[src/rtl/uart_pkg.sv]
// Shared UART definitions used by the transmitter and the receiver.
// Provides the serial-frame FSM state encoding.
package uart_pkg;

    typedef enum logic [2:0] {
        IDLE   = 3'd0,
        START  = 3'd1,
        DATA   = 3'd2,
        PARITY = 3'd3,
        STOP   = 3'd4
    } uart_state_e;

endpackage

[src/rtl/uart_baud_tick.sv]
// Baud counter: counts 0..B-1 per serial bit, ticks on the last cycle.
// Ports: uart_clock, rst (async, high), restart (hold count at 0), tick.
module uart_baud_tick #(
    parameter int B = 2
) (
    input  logic uart_clock,
    input  logic rst,
    input  logic restart,
    output logic tick
);

    localparam int CW = (B > 1) ? $clog2(B) : 1;
    localparam logic [CW-1:0] LAST = CW'(B - 1);

    logic [CW-1:0] count_q, count_d;

    always_comb begin
        count_d = count_q + 1'b1;
        if (restart || count_q == LAST) begin
            count_d = '0;
        end
    end

    assign tick = (count_q == LAST);

    always_ff @(posedge uart_clock or posedge rst) begin
        if (rst) begin
            count_q <= '0;
        end else begin
            count_q <= count_d;
        end
    end

endmodule

[src/rtl/uart_transmitter.sv]
// UART transmitter: holding register feeding a shift register, START,
// N data bits MSB first, optional even parity, STOP; each bit B cycles.
// Ports: uart_clock, rst (async, high), tx_data/tx_valid/tx_ready
// (accept on valid && ready), serial_out (idles high), busy.
// Build macro UART_TX_PARITY_EN adds the PARITY bit to every frame.
module uart_transmitter
    import uart_pkg::*;
#(
    parameter int N = 8,
    parameter int B = 2
) (
    input  logic         uart_clock,
    input  logic         rst,
    input  logic [N-1:0] tx_data,
    input  logic         tx_valid,
    output logic         tx_ready,
    output logic         serial_out,
    output logic         busy
);

    localparam int NW = (N > 1) ? $clog2(N) : 1;
    localparam logic [NW-1:0] LAST_BIT = NW'(N - 1);

    uart_state_e   state_q, state_d;
    logic [N-1:0]  shift_q, shift_d;
    logic [N-1:0]  hold_data_q, hold_data_d;
    logic          hold_full_q, hold_full_d;
    logic [NW-1:0] bit_cnt_q, bit_cnt_d;
    logic          serial_q, serial_d;
    logic          tx_ready_q, tx_ready_d;
    logic          busy_q, busy_d;
`ifdef UART_TX_PARITY_EN
    logic          parity_q, parity_d;
`endif

    logic tick;
    logic restart;
    logic load;
    logic accept;

    // Counter is parked at 0 while idle so START always gets B full cycles.
    assign restart = (state_q == IDLE);
    assign accept  = tx_valid && tx_ready_q;

    uart_baud_tick #(
        .B(B)
    ) u_baud (
        .uart_clock(uart_clock),
        .rst       (rst),
        .restart   (restart),
        .tick      (tick)
    );

    always_comb begin
        state_d     = state_q;
        shift_d     = shift_q;
        hold_data_d = hold_data_q;
        hold_full_d = hold_full_q;
        bit_cnt_d   = bit_cnt_q;
        load        = 1'b0;
`ifdef UART_TX_PARITY_EN
        parity_d    = parity_q;
`endif

        unique case (state_q)
            IDLE: begin
                if (hold_full_q) begin
                    state_d = START;
                    load    = 1'b1;
                end
            end
            START: begin
                if (tick) begin
                    state_d   = DATA;
                    bit_cnt_d = '0;
                end
            end
            DATA: begin
                if (tick) begin
                    if (bit_cnt_q == LAST_BIT) begin
`ifdef UART_TX_PARITY_EN
                        state_d = PARITY;
`else
                        state_d = STOP;
`endif
                    end else begin
                        bit_cnt_d = bit_cnt_q + 1'b1;
                        shift_d   = shift_q << 1;
                    end
                end
            end
            PARITY: begin
`ifdef UART_TX_PARITY_EN
                if (tick) begin
                    state_d = STOP;
                end
`else
                state_d = IDLE;
`endif
            end
            STOP: begin
                if (tick) begin
                    if (hold_full_q) begin
                        state_d = START;
                        load    = 1'b1;
                    end else begin
                        state_d = IDLE;
                    end
                end
            end
            default: state_d = IDLE;
        endcase

        if (load) begin
            shift_d     = hold_data_q;
            hold_full_d = 1'b0;
`ifdef UART_TX_PARITY_EN
            parity_d    = ^hold_data_q;
`endif
        end

        // A new byte landing on the transfer edge keeps the register full.
        if (accept) begin
            hold_data_d = tx_data;
            hold_full_d = 1'b1;
        end

        serial_d = 1'b1;
        if (state_d == START) begin
            serial_d = 1'b0;
        end
        if (state_d == DATA) begin
            serial_d = shift_d[N-1];
        end
`ifdef UART_TX_PARITY_EN
        if (state_d == PARITY) begin
            serial_d = parity_d;
        end
`endif

        tx_ready_d = !hold_full_d;
        busy_d     = (state_d != IDLE);
    end

    always_ff @(posedge uart_clock or posedge rst) begin
        if (rst) begin
            state_q     <= IDLE;
            shift_q     <= '0;
            hold_data_q <= '0;
            hold_full_q <= 1'b0;
            bit_cnt_q   <= '0;
            serial_q    <= 1'b1;
            tx_ready_q  <= 1'b1;
            busy_q      <= 1'b0;
`ifdef UART_TX_PARITY_EN
            parity_q    <= 1'b0;
`endif
        end else begin
            state_q     <= state_d;
            shift_q     <= shift_d;
            hold_data_q <= hold_data_d;
            hold_full_q <= hold_full_d;
            bit_cnt_q   <= bit_cnt_d;
            serial_q    <= serial_d;
            tx_ready_q  <= tx_ready_d;
            busy_q      <= busy_d;
`ifdef UART_TX_PARITY_EN
            parity_q    <= parity_d;
`endif
        end
    end

    assign tx_ready   = tx_ready_q;
    assign serial_out = serial_q;
    assign busy       = busy_q;

endmodule

[config.mk]
export PLATFORM = sky130hd
export DESIGN_NAME = uart_transmitter
export DESIGN_NICKNAME = d
export VERILOG_FILES = /design/src/rtl/uart_pkg.sv /design/src/rtl/uart_baud_tick.sv /design/src/rtl/uart_transmitter.sv
export SDC_FILE = /design/constraint.sdc
export NUM_CORES = 1
export LEC_CHECK = 0
export ABC_CLOCK_PERIOD_IN_PS = 1800
export CAP_MARGIN = 25
export CORE_UTILIZATION = 53
export DETAILED_ROUTE_END_ITERATION = 6
export GPL_TIMING_DRIVEN = 0
export PLACE_DENSITY = 0.81
export SYNTH_ARGS = -nofsm -noshare
export SYNTH_HDL_FRONTEND = slang
export SYNTH_HIERARCHICAL = 1
export SYNTH_SLANG_ARGS = --single-unit
[constraint.sdc]
create_clock -name uart_clock -period 1.8 [get_ports uart_clock]
set_input_delay 0.18 -clock uart_clock [delete_from_list [all_inputs] [get_ports uart_clock]]
set_output_delay 0.18 -clock uart_clock [all_outputs]
set_load 0.005 [all_outputs]
==> key figures <==
Outcome
  – Status: completed

Global route
  – First-pass GRT wire length: 3325 um
  – Vias in the first global route: 798
  – Largest net degree at the start of global routing: 27
  – Initial antenna violation count: 0
  – GRT Overall Usage: 18.43%
  – Total grt overflow: 0

Timing
  – Slew @ Worst Pin: 374.7 ps
  – Worst hold slack: 458.0 ps
  – Pins over their slew limit: 0
  – FMAX: 581.5 MHz
  – Relative slew slack: 74.96%
  – Final critical-path required period: 1720 ps
  – RSZ-0062 raised after global routing: false
  – Final worst path period share: 95.54%
  – Setup Total Neg Slack: 0 ps
  – Clock Skew: 1.726 ps
  – Final hold viol count: 0
  – Setup WS post-layout: 80.36 ps
  – Final setup viols: 0

Layout
  – Fin util: 71.45%
  – NumNets Final: 132
  – Syn-to-layout area delta: 21.21%
  – Fraction of layout cells with a size suffix above 1: 23.73%
  – Most frequent cells in the layout: dfrtp_1 (25), clkdlybuf4s50_1 (13), mux2_2 (9)
  – Commonest non-fill, non-tap cell in the layout: dfrtp_1
  – Post-layout instance area: 1459 sq um
  – Ant diodes: 0
  – Layout Cells excl Fill: 145

Hold path
  – Min-Delay Startpoint: tx_data[7]
  – Min-Delay Path Class: primary input to register

Routing
  – Routed wire length: 2028 um
  – Post-DR wirelength/cell: 13.99 um
  – DRT Pass-1 Iters: 4
  – Residual DRC count: 0
  – DR vias: 800
  – Detail Route Antenna Nets: 0
  – Starting DRC count in detailed routing: 3
  – Routed vias/inst: 5.517

Power
  – Tot Pwr: 2.336 mW
  – Worst vdd ir: 0.0009586 V
  – P per Cell Area: 1601 nW/um^2
  – Static Leak: 0.6617 nW

Place
  – DP Area: 1368 sq um
  – # port buffers: 13
  – Hpwl dp: 1411 um
  – Gpl congestion: 0.8469
  – Total placed cells including tap cells: 137
  – Dpl ws: 8.123 ps

Run
  – Max Cap Viol: 0

Critical path
  – Largest fanout on the critical path: 8
  – WS Path Type: register to register
  – Worst Setup End Kind: register
  – Crit path capture: shift_q[3]$_DFFE_PP0P_
  – Worst R2R End: shift_q[3]$_DFFE_PP0P_
  – Startpoint types: register
  – Critical path required time: 2020 ps
  – Critical path launch point: bit_cnt_q[0]$_DFFE_PP0P_
  – Worst R2R Start: bit_cnt_q[0]$_DFFE_PP0P_
  – FF-to-FF setup slack: 80 ps
  – Worst reg2reg path depth: 7
  – Data arrival, critical path: 1940 ps

Logic synthesis
  – Yosys top cell by area: dfrtp_1
  – Cells after Synth: 97
  – Syn_nets: 110
  – Avg Inst Size Synth: 12.41 sq um
  – Synth top area share: 51.98%
  – Synth warn: 6
  – Area contributors post-synth: dfrtp_1 (52%), mux2_2 (8.4%), dfstp_2 (4.4%), a22o_1 (4.4%), a21o_1 (3.1%)
  – Number of synthesized register bits: 27
  – Post-synth cell types: 32
  – Seq/Total Area, Yosys: 56.34%
  – Synthesized area: 1204 sq um

Floorplanning
  – Die Height: 49.66 um
  – I/O Pins: 14
  – Core Area: 2042 sq um
  – FP Rows: 16
  – Die Area: 2466 sq um
  – Die W: 49.66 um
  – Starting Density: 58.95%

Clock network
  – CTS tree: built
  – CTS Buffer Depth: 2
  – Htree depth: 1
  – Clk pin slew, worst setup/hold paths: 130 ps
  – Clk Latency, worst-skew pair: 320 ps
  – Clk sinks: 27
  – CTS Root Cell: clkbuf_4
  – Num CTS Buffers: 3
==> synth_stat cells, drive strengths merged <==
library cell / n
a2111oi: 1
a21o: 5
a21oi: 2
a22o: 6
a31oi: 2
a32oi: 1
and2: 1
and2b: 1
and3b: 1
buf: 4
dfrtp: 25
dfstp: 2
ha: 2
inv: 4
mux2: 9
mux2i: 1
nand2: 6
nand3: 3
nand3b: 2
nor2: 5
nor2b: 3
nor3: 1
nor3b: 2
nor4: 1
o21ai: 6
or3: 1
==> flip-flops by register name (all words and copies together), names as in the netlist <==
name and cells:
busy 1, hold_full_q 1, serial_out 1, shift_q 8, u_baud/tick 1, state_q 3, tx_ready 1, bit_cnt_q 3
hold_data_q 8
==> final cells by class <==
class | count | area [sq um]
Buffer | 4 | 41.29
Timing Repair Buffer | 17 | 182.7
Tap cell | 27 | 33.78
Sequential cell | 27 | 678.2
Clock buffer | 4 | 26.28
Multi-Input combinational cell | 62 | 481.7
Inverter | 4 | 15.01
Fill cell | 163 | 583.1
==> worst max-delay path, cell delays in order, from the launching register on <==
cell     delay (ps)
dfrtp_1         410
ha_1            200
ha_2            210
nor3b_4         240
and2_1          170
buf_6           130
mux2i_1         180
o21ai_1          80
==> worst min-delay path by stage <==
stage | endpoint | cells past startpoint | slack [ps]
global placement | u_baud/tick$_DFF_PP0_ | 2 | 350
detailed placement | u_baud/tick$_DFF_PP0_ | 2 | 360
finish | hold_data_q[7]$_DFFE_PP0P_ | 2 | 460
global route | hold_data_q[6]$_DFFE_PP0P_ | 2 | 450
floorplan | u_baud/tick$_DFF_PP0_ | 1 | -90
CTS | hold_data_q[7]$_DFFE_PP0P_ | 2 | 450
==> layer usage <==
metal	global-route usage, %	vias up	share of wire (%)
li1	-	389	-
met1	18.83	392	39
met2	34.46	15	56
met3	4.630	4	3.2
met4	8.571	0	1.7
met5	0	-	0
==> repair_timing <==
item                                    in CTS  in global routing
hold endpoints to repair                     1                  0
buffers inserted                             1                  1
endpoints found under the setup margin       5                  8
hold buffers                                 1                  0
resized for setup                            0                  3
pin swaps                                    1                  1
cloned                                       0                  0
==> power breakdown <==
group | total (mW) | switching (mW) | internal [mW]
Sequential | 1.09 | 0.183 | 0.910
Clock | 0.253 | 0.166 | 0.0869
Combinational | 0.990 | 0.441 | 0.549
==> logic make-up (layout without fill, tap and decap cells) <==
group | after synthesis | in the layout | share of synthesized area (%)
adders and majority gates | 2 | 2 | 2.079
and+or+nand+nor | 27 | 27 | 14.14
AOI/OAI and AO/OA | 23 | 23 | 13.83
DFF | 27 | 27 | 56.34
muxes | 10 | 10 | 9.252
buffers and inverters | 8 | 29 | 4.365
No activity file was read; power rests on OpenSTA's default activity.
